===== config.mk =====
export PLATFORM = sky130hd
export DESIGN_NAME = tdm_port
export DESIGN_NICKNAME = d
export VERILOG_FILES = /design/src/rtl/tdm_pkg.sv /design/src/rtl/tdm_clkgen.sv /design/src/rtl/tdm_port.sv
export SDC_FILE = /design/constraint.sdc
export NUM_CORES = 1
export LEC_CHECK = 0
export ABC_CLOCK_PERIOD_IN_PS = 7000
export CAP_MARGIN = 20
export CORE_ASPECT_RATIO = 0.7
export CORE_MARGIN = 2
export CORE_UTILIZATION = 51
export DETAILED_ROUTE_END_ITERATION = 16
export PLACE_DENSITY = 0.76
export SYNTH_ARGS = -nofsm -noshare
export SYNTH_HDL_FRONTEND = slang
export SYNTH_SLANG_ARGS = --single-unit

===== constraint.sdc =====
create_clock -name clk -period 7 [get_ports clk]
set_input_delay 1.4 -clock clk [delete_from_list [all_inputs] [get_ports clk]]
set_output_delay 1.4 -clock clk [all_outputs]
set_load 0.01 [all_outputs]

===== src/rtl/tdm_pkg.sv =====
// Shared types and helpers for the TDM/I2S serial audio port.
// Covers frame geometry, the bit-position to slot/bit mapping and the parameter legality check.
package tdm_pkg;

    typedef enum logic {
        FS_HALF  = 1'b0,
        FS_PULSE = 1'b1
    } fs_fmt_e;

    typedef struct packed {
        logic [15:0] slot;
        logic [15:0] bidx;
        logic        valid;
    } slot_bit_t;

    function automatic int frame_bits(input int nch, input int sw);
        return nch * sw;
    endfunction

    // Maps a frame bit position to the sample bit it carries; MSB comes DELAY bits into the slot.
    function automatic slot_bit_t slot_bit(input int bc, input int sw, input int dw, input int delay);
        slot_bit_t r;
        int        off;
        off     = bc % sw;
        r.slot  = 16'(bc / sw);
        r.valid = (off >= delay) && (off < delay + dw);
        r.bidx  = r.valid ? 16'(dw - 1 - (off - delay)) : 16'd0;
        return r;
    endfunction

    function automatic bit params_ok(input int dw, input int sw, input int nch,
                                     input int clkdiv, input int delay);
        return (nch >= 2) && (nch % 2 == 0) && (clkdiv >= 4) && (clkdiv % 2 == 0) &&
               (dw >= 1) && (delay >= 0) && (dw + delay <= sw);
    endfunction

endpackage


===== src/rtl/tdm_clkgen.sv =====
// Bit clock and frame sync generator: divides clk into sclk, counts frame bits and drives fs.
// bit_nxt is the bit position that becomes current on the coming fall tick.
module tdm_clkgen
    import tdm_pkg::*;
#(
    parameter int      SW     = 32,
    parameter int      NCH    = 2,
    parameter int      CLKDIV = 8,
    parameter fs_fmt_e FMT    = FS_HALF,
    localparam int     FB     = frame_bits(NCH, SW),
    localparam int     BW     = $clog2(FB),
    localparam int     DVW    = $clog2(CLKDIV)
) (
    input  logic          clk,
    input  logic          rst,
    output logic          sclk,
    output logic          fs,
    output logic          fall,
    output logic          rise,
    output logic [BW-1:0] bit_cnt,
    output logic [BW-1:0] bit_nxt
);

    logic [DVW-1:0] div_cnt_reg;
    logic [BW-1:0]  bit_cnt_reg;
    logic           run_reg;
    logic           sclk_reg;
    logic           fs_reg;
    logic           fs_next;

    assign fall    = (div_cnt_reg == '0);
    assign rise    = (div_cnt_reg == DVW'(CLKDIV / 2));
    assign sclk    = sclk_reg;
    assign fs      = fs_reg;
    assign bit_cnt = bit_cnt_reg;

    // The very first fall tick after reset presents bit 0 rather than advancing past it.
    always_comb begin
        bit_nxt = bit_cnt_reg;
        if (run_reg) begin
            bit_nxt = (bit_cnt_reg == BW'(FB - 1)) ? '0 : bit_cnt_reg + 1'b1;
        end
        fs_next = (FMT == FS_PULSE) ? (bit_nxt == '0) : (bit_nxt >= BW'((NCH / 2) * SW));
    end

    always_ff @(posedge clk or posedge rst) begin
        if (rst) begin
            div_cnt_reg <= '0;
            bit_cnt_reg <= '0;
            run_reg     <= 1'b0;
            sclk_reg    <= 1'b0;
            fs_reg      <= 1'b0;
        end else begin
            div_cnt_reg <= (div_cnt_reg == DVW'(CLKDIV - 1)) ? '0 : div_cnt_reg + 1'b1;
            sclk_reg    <= (div_cnt_reg >= DVW'(CLKDIV / 2));
            if (fall) begin
                run_reg     <= 1'b1;
                bit_cnt_reg <= bit_nxt;
                fs_reg      <= fs_next;
            end
        end
    end

endmodule


===== src/rtl/tdm_port.sv =====
// Multi-slot serial audio port: frame fetch, TX serializer and RX deserializer around tdm_clkgen.
// sdo changes on sclk falling edges; sdi (or sdo in loopback) is sampled on sclk rising edges.
module tdm_port
    import tdm_pkg::*;
#(
    parameter int DW       = 24,
    parameter int SW       = 32,
    parameter int NCH      = 2,
    parameter int CLKDIV   = 8,
    parameter int DELAY    = 1,
    parameter int FS_PULSE = 0
) (
    input  logic            clk,
    input  logic            rst,
    input  logic [NCH*DW-1:0] tx_data,
    output logic            tx_rd_en,
    input  logic            tx_rd_valid,
    output logic            tx_underflow,
    output logic [NCH*DW-1:0] rx_data,
    output logic            rx_valid,
    input  logic            loopback,
    output logic            sclk,
    output logic            fs,
    output logic            sdo,
    input  logic            sdi
);

    localparam int      FW  = NCH * DW;
    localparam int      FB  = frame_bits(NCH, SW);
    localparam int      BW  = $clog2(FB);
    localparam int      IW  = $clog2(FW);
    localparam fs_fmt_e FMT = fs_fmt_e'(FS_PULSE != 0);

    generate
        if (!params_ok(DW, SW, NCH, CLKDIV, DELAY)) begin : g_bad_params
            $fatal(1, "tdm_port: illegal parameter combination");
        end
    endgenerate

    logic          fall;
    logic          rise;
    logic [BW-1:0] bit_cnt;
    logic [BW-1:0] bit_nxt;

    tdm_clkgen #(
        .SW     (SW),
        .NCH    (NCH),
        .CLKDIV (CLKDIV),
        .FMT    (FMT)
    ) u_clkgen (
        .clk     (clk),
        .rst     (rst),
        .sclk    (sclk),
        .fs      (fs),
        .fall    (fall),
        .rise    (rise),
        .bit_cnt (bit_cnt),
        .bit_nxt (bit_nxt)
    );

    logic [FW-1:0] tx_shadow_reg;
    logic [FW-1:0] tx_shift_reg;
    logic [FW-1:0] rx_shift_reg;
    logic [FW-1:0] rx_data_reg;
    logic          sdo_reg;
    logic          tx_rd_en_reg;
    logic          tx_underflow_reg;
    logic          rx_done_reg;
    logic          rx_valid_reg;

    slot_bit_t     tx_sb;
    slot_bit_t     rx_sb;
    logic [FW-1:0] tx_src;
    logic [IW-1:0] tx_idx;
    logic [IW-1:0] rx_idx;
    logic          rx_last;
    logic          sdi_int;

    assign sdi_int = loopback ? sdo_reg : sdi;

    // At bit 0 the shift register is being loaded on this same edge, so read the shadow directly.
    always_comb begin
        tx_sb   = slot_bit(int'(bit_nxt), SW, DW, DELAY);
        rx_sb   = slot_bit(int'(bit_cnt), SW, DW, DELAY);
        tx_idx  = IW'(int'(tx_sb.slot) * DW + int'(tx_sb.bidx));
        rx_idx  = IW'(int'(rx_sb.slot) * DW + int'(rx_sb.bidx));
        tx_src  = (bit_nxt == '0) ? tx_shadow_reg : tx_shift_reg;
        rx_last = rx_sb.valid && (rx_sb.slot == 16'(NCH - 1)) && (rx_sb.bidx == 16'd0);
    end

    always_ff @(posedge clk or posedge rst) begin
        if (rst) begin
            tx_shadow_reg    <= '0;
            tx_shift_reg     <= '0;
            rx_shift_reg     <= '0;
            rx_data_reg      <= '0;
            sdo_reg          <= 1'b0;
            tx_rd_en_reg     <= 1'b0;
            tx_underflow_reg <= 1'b0;
            rx_done_reg      <= 1'b0;
            rx_valid_reg     <= 1'b0;
        end else begin
            tx_rd_en_reg     <= fall && (bit_nxt == BW'(FB - 1));
            tx_underflow_reg <= 1'b0;
            if (tx_rd_en_reg) begin
                if (tx_rd_valid) begin
                    tx_shadow_reg <= tx_data;
                end else begin
                    tx_shadow_reg    <= '0;
                    tx_underflow_reg <= 1'b1;
                end
            end

            if (fall) begin
                if (bit_nxt == '0) begin
                    tx_shift_reg <= tx_shadow_reg;
                end
                sdo_reg <= tx_sb.valid ? tx_src[tx_idx] : 1'b0;
            end

            rx_done_reg <= 1'b0;
            if (rise && rx_sb.valid) begin
                rx_shift_reg[rx_idx] <= sdi_int;
                rx_done_reg          <= rx_last;
            end
            rx_valid_reg <= rx_done_reg;
            if (rx_done_reg) begin
                rx_data_reg <= rx_shift_reg;
            end
        end
    end

    assign sdo          = sdo_reg;
    assign tx_rd_en     = tx_rd_en_reg;
    assign tx_underflow = tx_underflow_reg;
    assign rx_data      = rx_data_reg;
    assign rx_valid     = rx_valid_reg;

endmodule


==> flow_summary.ini, run 1 <==
[outcome]
result_of_the_run = complete, no violations

[worst_hold_path]
worstHoldPathType = reg -> reg

[setup_path]
required_ns = 7.37
worst_ep_arrival_time_ns = 5.15
critical_path.startpoint_type = flip-flop
crit_type = reg -> reg
crit_fanout = 12
ff2ff_setup_slack_ns = 2.22
critPathCaptureType = flip-flop

[timing]
grt_setup_unrepaired = false
final_max_slew_viol_count = 0
worst_max_slew_pin_slew_ns = 0.9868
timing.fmax_mhz = 209.4
fin_worst_skew_ns = 0.01119
slew-limit-headroom = 0.3407
timing.final.crit_share = 0.6822
finalHoldWorstSlack_ns = 0.4632
setup_tns_ns = 0
report.final.hold_viol_count = 0
setup_violations = 0
min_period_ns = 4.776
fin_ws_ns = 2.224

[synthesis]
ys_seq_area_frac = 0.5373
postSynthNetCount = 994
synthesized_netlist_cell_count = 927
synth_seq_cells = 209
synthTopCellsByArea = sky130_fd_sc_hd__dfrtp_1, sky130_fd_sc_hd__mux2_2, sky130_fd_sc_hd__nand2_1, sky130_fd_sc_hd__o21ai_0, sky130_fd_sc_hd__nor2_1
synth-edff-count = 0
mapped_cell_area_mm2 = 0.009734
netlist_top_cells_count = sky130_fd_sc_hd__dfrtp_1, sky130_fd_sc_hd__nand2_1, sky130_fd_sc_hd__o21ai_0, sky130_fd_sc_hd__mux2_2, sky130_fd_sc_hd__nor2_1
warning_count_from_the_yosys_run = 0
synthMostInstantiatedCell = sky130_fd_sc_hd__dfrtp_1
asyncSetResetFlopFracSynth = 1.000
synth_largest_area_cell = sky130_fd_sc_hd__dfrtp_1
yosysUniqueCellTypes = 68
share_of_the_synthesized_area_in_the_top_cell_type = 0.5373
syn-mean-instance-area_um2 = 10.50
postSynth.topFlopCell = sky130_fd_sc_hd__dfrtp_1

[detailed_routing]
drc = 0
drt-total-wl_um = 20970
via_count = 6967
drt-wirelength-per-cell_um = 16.52
postRouteAntennaNets = 0
drt_pass1_iterations = 5
avgViaCountPerCell = 5.490
detail_route.iter0.violations = 537

[power]
p_leak_uw = 0.005350
cellPowerDensity_mw_per_mm2 = 205.0
power.ir.vdd_worst_v = 0.0001068

[cts]
tritoncts.num_buffers = 21
ctsResizeCount = 0
cts.sink_count = 209
clock_input_transition_at_the_sequential_cells_of_the_worst_setup_and_hold_paths_ns = 0.06
cts_tree = done
cts_root_buf = sky130_fd_sc_hd__clkbuf_16
h-tree-depth = 1
post_cts_buffers = 0
clkLatencyLatePin_ns = 0.50
cts_max_path_buffers = 3
hold_buffers_post_cts = 0

[placement]
dpl-instance-area_mm2 = 0.01094
dpl_worst_slack_ns = 2.315
gp_congestion = 0.8513
io_buffers = 106
dpl.hpwl_um = 13800

[global_routing]
global_route.usage.total = 0.2129
largest_net_degree_at_the_start_of_global_routing = 131
grt_first_pass_wirelength_um = 35020
first_global_vias = 6829
gr-total-overflow = 0
number_of_antenna_violations_at_the_first_check_in_global_routing = 0

[cells_and_area]
antenna_diode_count = 0
multi_input_comb_area_mm2 = 0.004041
seq_area_mm2 = 0.005231
fin_area_mm2 = 0.01168
finish.net_count = 1079
filler_cell_count = 1536
final_layout_size_suffix_gt1_frac = 0.1597
flow.area_growth_from_synthesis_pct = 19.96
final_core_density = 0.6207

[die]
floorplan.initialDensity = 0.5174
die_width_um = 169.1
die_y_um = 119.6
design.core.area_mm2 = 0.01881
area_of_the_die_mm2 = 0.02023
rows = 42
pin_count = 107

[flow_run]
maxCapViolCount = 0
## routing by layer
metal  GRT usage  wire, µm
met3     0.03199       942
met5           0         0
met4     0.05021       326
met2      0.3105      9010
met1      0.3352     10690
## per-stage QoR
step	cells	power [µW]
6_report	1269	2394
3_5_place_dp	1229	1293
2_1_floorplan	927	1255
4_1_cts	1267	2415
5_1_grt	1269	2479
3_3_place_gp	1229	1293
## critical path, stage by stage (launching register included)
cell and delay, ns:
sky130_fd_sc_hd__dfrtp_1 0.53, sky130_fd_sc_hd__ha_1 0.31, sky130_fd_sc_hd__nand3_1 0.19, sky130_fd_sc_hd__o21ai_2 0.60, sky130_fd_sc_hd__inv_2 0.21, sky130_fd_sc_hd__ha_1 0.28, sky130_fd_sc_hd__o31ai_1 0.38, sky130_fd_sc_hd__a21oi_1 0.08
sky130_fd_sc_hd__ha_1 0.24, sky130_fd_sc_hd__fa_1 0.58, sky130_fd_sc_hd__nor4_1 0.41, sky130_fd_sc_hd__or4b_2 0.63, sky130_fd_sc_hd__nand3_1 0.13, sky130_fd_sc_hd__nor4_2 0.06
## cell families (layout without fill, tap and decap cells)
group	Yosys count	after routing	share of synthesized area
buf+inv	114	214	0.04923
flops	209	209	0.5373
compound gates	183	183	0.1213
xor+xnor	15	15	0.01620
simple gates	283	283	0.1319
mux	109	109	0.1246
fa+ha+maj	14	14	0.01954
## layout make-up
type / count / area share
clock buffers: 29 / 0.05014
clock inverters: 9 / 0.009108
inverters: 60 / 0.01961
multi-input cells: 604 / 0.3461
flip-flops and latches: 209 / 0.4480
well taps: 242 / 0.02593
repair buffers: 116 / 0.1011
## where the power goes
part	internal (µW)	total, µW	leakage, µW	switching [µW]
logic	30.1	60.9	0.00264	30.7
registers	1210	1210	0.00237	0.690
clock network	663	1120	0.000331	461
## worst paths after layout
check                                                   from                                end  depth (start not counted)
min                        u_clkgen.div_cnt_reg[0]$_DFF_PP0_  u_clkgen.div_cnt_reg[0]$_DFF_PP0_                          1
max                          u_clkgen.bit_cnt[0]$_DFFE_PP0P_                    sdo$_DFFE_PP0P_                         13
min reg2reg                u_clkgen.div_cnt_reg[0]$_DFF_PP0_  u_clkgen.div_cnt_reg[0]$_DFF_PP0_                          1
max reg2reg                  u_clkgen.bit_cnt[0]$_DFFE_PP0P_                    sdo$_DFFE_PP0P_                         13
min in group asynchronous                                rst            rx_data[38]$_DFFE_PP0P_                          3
max in group asynchronous                                rst       tx_shift_reg[32]$_DFFE_PP0P_                          5
## placed cells by master (no fill, tap or decap), types with 17 or more instances in the layout
cell,Yosys,final
sky130_fd_sc_hd__clkbuf_16,0,21
sky130_fd_sc_hd__clkdlybuf4s50_1,0,106
sky130_fd_sc_hd__mux2_2,96,96
sky130_fd_sc_hd__o21ai_0,100,100
sky130_fd_sc_hd__inv_1,59,58
sky130_fd_sc_hd__nand2_1,151,150
sky130_fd_sc_hd__nand3_1,17,17
sky130_fd_sc_hd__a21oi_1,18,18
sky130_fd_sc_hd__dfrtp_1,209,208
sky130_fd_sc_hd__nor2_1,60,60
No activity file was read; power rests on OpenSTA's default activity.
==> run 2, diff against run 1 <==
--- a/config.mk
+++ b/config.mk
@@ -5,13 +5,13 @@
 export SDC_FILE = /design/constraint.sdc
 export NUM_CORES = 1
 export LEC_CHECK = 0
-export ABC_CLOCK_PERIOD_IN_PS = 7000
+export ABC_CLOCK_PERIOD_IN_PS = 4800
 export CAP_MARGIN = 20
 export CORE_ASPECT_RATIO = 0.7
 export CORE_MARGIN = 2
-export CORE_UTILIZATION = 51
+export CORE_UTILIZATION = 55
 export DETAILED_ROUTE_END_ITERATION = 16
-export PLACE_DENSITY = 0.76
+export PLACE_DENSITY = 0.78
 export SYNTH_ARGS = -nofsm -noshare
 export SYNTH_HDL_FRONTEND = slang
 export SYNTH_SLANG_ARGS = --single-unit
==> constraint.sdc (replaced) <==
create_clock -name clk -period 4.8 [get_ports clk]
set_input_delay 0.96 -clock clk [delete_from_list [all_inputs] [get_ports clk]]
set_output_delay 0.96 -clock clk [all_outputs]
set_load 0.01 [all_outputs]
==> run 2 against run 1 <==
Against the previous run: flip-flop and latch count stayed put; hold slack lost 0.0098 ns; register-to-register slack worse by 1.9 ns; design area is 0.21% higher; combinational power grew 45%; fmax is 5.5% higher; count of clock-buffer cells in the layout unchanged; non-clock buffer count rose by 6; critical path type unchanged; sequential power rose by 45%; power increased by 48%; die area is 7.1% lower.
==> flow_summary.ini, run 2 (synthesized netlist as in run 1, its figures left out) <==
[timing]
timing.fmax_mhz = 221.0
timing.final.crit_share = 0.9428
final_max_slew_viol_count = 0
setup_tns_ns = 0
slew-limit-headroom = 0.3734
report.final.hold_viol_count = 0
finalHoldWorstSlack_ns = 0.4534
fin_worst_skew_ns = 0.01516
worst_max_slew_pin_slew_ns = 0.9379
setup_violations = 0
min_period_ns = 4.525
grt_setup_unrepaired = false

[global_routing]
grt_first_pass_wirelength_um = 35920
gr-total-overflow = 0
number_of_antenna_violations_at_the_first_check_in_global_routing = 0
global_route.usage.total = 0.2393
largest_net_degree_at_the_start_of_global_routing = 97
first_global_vias = 7017

[cts]
clkLatencyLatePin_ns = 0.50
cts_max_path_buffers = 3
hold_buffers_post_cts = 0
cts.sink_count = 209
clock_input_transition_at_the_sequential_cells_of_the_worst_setup_and_hold_paths_ns = 0.06
tritoncts.num_buffers = 20
cts_tree = done
cts_root_buf = sky130_fd_sc_hd__clkbuf_16
h-tree-depth = 1

[die]
pin_count = 107
die_width_um = 163.0
rows = 40
area_of_the_die_mm2 = 0.01880
die_y_um = 115.3
floorplan.initialDensity = 0.5638
design.core.area_mm2 = 0.01727

[detailed_routing]
postRouteAntennaNets = 0
via_count = 7094
avgViaCountPerCell = 5.621
drc = 0
detail_route.iter0.violations = 539
drt-total-wl_um = 21810
drt_pass1_iterations = 4
drt-wirelength-per-cell_um = 17.28

[placement]
gp_congestion = 0.9153
io_buffers = 106
dpl.hpwl_um = 14490
dp_cells = 1225
dpl-instance-area_mm2 = 0.01096

[cells_and_area]
flow.area_growth_from_synthesis_pct = 20.22
antenna_diode_count = 0
fin_area_mm2 = 0.01170
final_layout_size_suffix_gt1_frac = 0.1649
finish.net_count = 1084
filler_cell_count = 1304
instances_no_fill = 1262
final_core_density = 0.6778
final_cell_mix = sky130_fd_sc_hd__dfrtp_1, sky130_fd_sc_hd__nand2_1, sky130_fd_sc_hd__clkdlybuf4s50_1
commonest_non_fill_non_tap_cell_in_the_layout = sky130_fd_sc_hd__dfrtp_1

[power]
p_switching_uw = 713.1
p_sw_frac = 0.2012
p_leak_uw = 0.005383
cellPowerDensity_mw_per_mm2 = 302.9
cell_internal_power_dissipation_uw = 2832
pwr-share-clk = 0.477
power_frac_seq = 0.498
share_comb_of_total_power = 0.025
power.ir.vdd_worst_v = 0.0001993

[worst_hold_path]
min_path_cells = 1
worst_hold_startpoint = u_clkgen.div_cnt_reg[0]$_DFF_PP0_
hold_path_end = u_clkgen.div_cnt_reg[0]$_DFF_PP0_
worstHoldPathType = reg -> reg

[setup_path]
crit_type = reg -> reg
crit_fanout = 10
rr_startpoint = u_clkgen.bit_cnt[0]$_DFFE_PP0P_
worst_ep_arrival_time_ns = 4.88
critical_path.startpoint_type = flip-flop
ff2ff_setup_slack_ns = 0.27
critPathCaptureType = flip-flop
required_ns = 5.15
worst-r2r-cell-count = 13
r2r-end = sdo$_DFFE_PP0P_

[flow_run]
maxCapViolCount = 0

[outcome]
result_of_the_run = complete, no violations
run 2: layout make-up:
class                           instances  area [µm²]  area share
Tap cell                              231       289.0     0.02470
Timing Repair Buffer                  122        1206      0.1031
Sequential cell                       209        5231      0.4470
Multi-Input combinational cell        604        4039      0.3451
Clock buffer                           29       595.6     0.05089
Inverter                               60       229.0     0.01957
Clock inverter                          7       112.6    0.009623
run 2: worst max-delay path by stage:
stage | from | to | slack (ns) | cells past startpoint
after floorplan | u_clkgen.bit_cnt[0]$_DFFE_PP0P_ | sdo$_DFFE_PP0P_ | 0.62 | 15
after global placement | u_clkgen.bit_cnt[0]$_DFFE_PP0P_ | sdo$_DFFE_PP0P_ | 0.46 | 13
after detailed placement | u_clkgen.bit_cnt[0]$_DFFE_PP0P_ | sdo$_DFFE_PP0P_ | 0.16 | 13
after CTS | u_clkgen.bit_cnt[0]$_DFFE_PP0P_ | sdo$_DFFE_PP0P_ | 0.11 | 13
after global routing | u_clkgen.bit_cnt[0]$_DFFE_PP0P_ | sdo$_DFFE_PP0P_ | 0.02 | 13
final | u_clkgen.bit_cnt[0]$_DFFE_PP0P_ | sdo$_DFFE_PP0P_ | 0.27 | 13
run 2: routing by layer:
layer,vias up,share of wire,track usage
met2,197,0.44,0.3624
met3,29,0.059,0.04437
met5,-,0,0
met1,3511,0.49,0.3666
met4,0,0.012,0.04425
li1,3357,-,-
run 2: stage by stage:
step / total power, µW / setup slack (ns)
2_1_floorplan: 1831 / 0.6203
3_3_place_gp: 1887 / 0.4556
3_5_place_dp: 1888 / 0.1574
4_1_cts: 3568 / 0.1054
5_1_grt: 3663 / 0.01829
6_report: 3545 / 0.2746
run 2: critical path: stages, from the launching register on:
cell	delay, ns
sky130_fd_sc_hd__dfrtp_1	0.53
sky130_fd_sc_hd__inv_1	0.11
sky130_fd_sc_hd__ha_1	0.44
sky130_fd_sc_hd__or4b_1	0.58
sky130_fd_sc_hd__nand2_1	0.10
sky130_fd_sc_hd__o221ai_1	0.20
sky130_fd_sc_hd__o31ai_2	0.34
sky130_fd_sc_hd__a21oi_1	0.10
sky130_fd_sc_hd__ha_1	0.25
sky130_fd_sc_hd__fa_1	0.58
sky130_fd_sc_hd__nor4_2	0.36
sky130_fd_sc_hd__or4b_2	0.62
sky130_fd_sc_hd__nand3_1	0.13
sky130_fd_sc_hd__nor4_2	0.06
run 2: power by group through the flow:
stage                     Clock (µW)  Combinational, µW  Sequential (µW)
after floorplan                    0               32.9             1800
after detailed placement           0               91.2             1800
after global placement             0               90.2             1800
after global routing            1800                100             1760
final                           1690               88.6             1760
after CTS                       1710               91.7             1760
run 2: timing repair:
action	4_1_cts	5_1_grt
resized for setup	0	2
buffers inserted	0	0
setup endpoints to repair	0	1
==> run 3, diff against run 2 <==
--- a/config.mk
+++ b/config.mk
@@ -8,7 +8,7 @@
 export ABC_CLOCK_PERIOD_IN_PS = 4800
 export CAP_MARGIN = 20
 export CORE_ASPECT_RATIO = 0.7
-export CORE_MARGIN = 2
+export CORE_MARGIN = 3
 export CORE_UTILIZATION = 55
 export DETAILED_ROUTE_END_ITERATION = 16
 export PLACE_DENSITY = 0.78
==> constraint.sdc (replaced) <==
create_clock -name clk -period 4.8 [get_ports clk]
set_input_delay 0.96 -clock clk [delete_from_list [all_inputs] [get_ports clk]]
set_output_delay 0.96 -clock clk [all_outputs]
set_load 0.02 [all_outputs]
==> run 3 against run 2 <==
Against the previous run: sequential share of layout area increased by 0.077 points; combinational power down 0.8%; die area up 3.0%; register-to-register slack improved by 0.05 ns; non-clock buffer count is the same; fmax grew 1.2%; clock power fell by 6%; first-iteration DRC count down 2.6%; setup slack better by 0.054 ns; critical path depth did not move; utilization shrank 0.12 points; global-route usage is 1.2 points lower; critical path type unchanged; critical endpoint unchanged; largest power group unchanged.
==> flow_summary.ini, run 3 (synthesized netlist as in run 1, its figures left out) <==
[outcome]
result_of_the_run = complete, no violations

[timing]
timing.final.crit_share = 0.9315
fin_worst_skew_ns = 0.01111
report.final.hold_viol_count = 0
slew-limit-headroom = 0.3401
min_period_ns = 4.471
grt_setup_unrepaired = false
final_max_slew_viol_count = 0
setup_violations = 0
setup_tns_ns = 0
timing.fmax_mhz = 223.6
worst_max_slew_pin_slew_ns = 0.9864

[power]
pwr-share-clk = 0.462
power_frac_seq = 0.512
p_sw_frac = 0.2077
power.ir.vdd_worst_v = 0.0002026
p_switching_uw = 715.3
cell_internal_power_dissipation_uw = 2728
share_comb_of_total_power = 0.026
finalPower_uw = 3444
p_leak_uw = 0.005371
cellPowerDensity_mw_per_mm2 = 294.8

[flow_run]
maxCapViolCount = 0

[setup_path]
critical_path.startpoint_type = flip-flop
r2r-end = sdo$_DFFE_PP0P_
critPathCaptureType = flip-flop
ff2ff_setup_slack_ns = 0.33
worst-r2r-cell-count = 13
rr_startpoint = u_clkgen.bit_cnt[0]$_DFFE_PP0P_
crit_type = reg -> reg
crit_fanout = 10
required_ns = 5.16
worst_ep_arrival_time_ns = 4.84

[detailed_routing]
drt-wirelength-per-cell_um = 17.15
via_count = 7002
avgViaCountPerCell = 5.553
drt_pass1_iterations = 5
postRouteAntennaNets = 0
drc = 0
detail_route.iter0.violations = 525
drt-total-wl_um = 21630

[cells_and_area]
antenna_diode_count = 0
final_cell_mix = sky130_fd_sc_hd__dfrtp_1, sky130_fd_sc_hd__nand2_1, sky130_fd_sc_hd__clkdlybuf4s50_1
final_layout_size_suffix_gt1_frac = 0.1631
flow.area_growth_from_synthesis_pct = 20.01
fin_area_mm2 = 0.01168
instances_no_fill = 1261
finish.net_count = 1084
final_core_density = 0.6766
filler_cell_count = 1357
commonest_non_fill_non_tap_cell_in_the_layout = sky130_fd_sc_hd__dfrtp_1

[die]
die_y_um = 117.3
area_of_the_die_mm2 = 0.01936
floorplan.initialDensity = 0.5638
design.core.area_mm2 = 0.01727
pin_count = 107
rows = 40
die_width_um = 165.0

[cts]
clock_input_transition_at_the_sequential_cells_of_the_worst_setup_and_hold_paths_ns = 0.06
cts_max_path_buffers = 3
cts_root_buf = sky130_fd_sc_hd__clkbuf_16
tritoncts.num_buffers = 20
hold_buffers_post_cts = 0
ctsResizeCount = 0
cts_tree = done
h-tree-depth = 1
post_cts_buffers = 0
cts.sink_count = 209
clkLatencyLatePin_ns = 0.49

[placement]
io_buffers = 106
gp_congestion = 0.9515
dpl-instance-area_mm2 = 0.01098
dp_cells = 1225
dpl.hpwl_um = 14420

[global_routing]
global_route.usage.total = 0.2273
first_global_vias = 7001
gr-total-overflow = 0
grt_first_pass_wirelength_um = 36280
largest_net_degree_at_the_start_of_global_routing = 107
number_of_antenna_violations_at_the_first_check_in_global_routing = 0

[worst_hold_path]
worst_hold_startpoint = u_clkgen.div_cnt_reg[0]$_DFF_PP0_
worstHoldPathType = reg -> reg
min_path_cells = 1
hold_path_end = u_clkgen.div_cnt_reg[0]$_DFF_PP0_
-- run 3: final cells by class --
class | instances | area [µm²] | area share
Inverter | 60 | 229.0 | 0.01960
Sequential cell | 209 | 5231 | 0.4478
Clock inverter | 5 | 61.31 | 0.005248
Multi-Input combinational cell | 604 | 4046 | 0.3464
Tap cell | 231 | 289.0 | 0.02474
Clock buffer | 30 | 599.3 | 0.05130
Timing Repair Buffer | 122 | 1226 | 0.1050
-- run 3: worst max-delay path: stages, from the launching register on --
cell	delay [ns]
sky130_fd_sc_hd__dfrtp_1	0.54
sky130_fd_sc_hd__inv_1	0.11
sky130_fd_sc_hd__ha_1	0.43
sky130_fd_sc_hd__or4b_1	0.58
sky130_fd_sc_hd__nand2_1	0.10
sky130_fd_sc_hd__o221ai_1	0.20
sky130_fd_sc_hd__o31ai_2	0.31
sky130_fd_sc_hd__a21oi_1	0.08
sky130_fd_sc_hd__ha_1	0.24
sky130_fd_sc_hd__fa_1	0.59
sky130_fd_sc_hd__nor4_2	0.34
sky130_fd_sc_hd__or4b_2	0.62
sky130_fd_sc_hd__nand3_1	0.14
sky130_fd_sc_hd__nor4_2	0.06
-- run 3: power groups by stage --
stage                     Clock [µW]  Combinational, µW  Sequential, µW
final                           1590               87.9            1760
after global routing            1690               98.3            1760
after CTS                       1620               90.9            1760
after detailed placement           0               90.3            1800
after global placement             0               89.2            1800
after floorplan                    0               32.9            1800
-- run 3: metal layers --
layer,GRT usage,share of wire
met1,0.3645,0.49
met2,0.3183,0.44
met4,0.04767,0.019
met5,0,0
met3,0.04696,0.055
-- run 3: per-stage QoR --
stage / setup slack, ns / hold slack [ns]
CTS: 0.2015 / 0.4550
global route: 0.1149 / 0.4843
global placement: 0.4724 / 0.4403
detailed placement: 0.2438 / 0.4466
floorplan: 0.6203 / 0.3888
finish: 0.3286 / 0.4521
-- run 3: worst max-delay path by stage --
stage                     slack, ns                             from         endpoint  depth (start not counted)
after detailed placement       0.24  u_clkgen.bit_cnt[0]$_DFFE_PP0P_  sdo$_DFFE_PP0P_                         13
after global routing           0.11  u_clkgen.bit_cnt[0]$_DFFE_PP0P_  sdo$_DFFE_PP0P_                         13
after CTS                      0.20  u_clkgen.bit_cnt[0]$_DFFE_PP0P_  sdo$_DFFE_PP0P_                         13
final                          0.33  u_clkgen.bit_cnt[0]$_DFFE_PP0P_  sdo$_DFFE_PP0P_                         13
after global placement         0.47  u_clkgen.bit_cnt[0]$_DFFE_PP0P_  sdo$_DFFE_PP0P_                         13
after floorplan                0.62  u_clkgen.bit_cnt[0]$_DFFE_PP0P_  sdo$_DFFE_PP0P_                         15
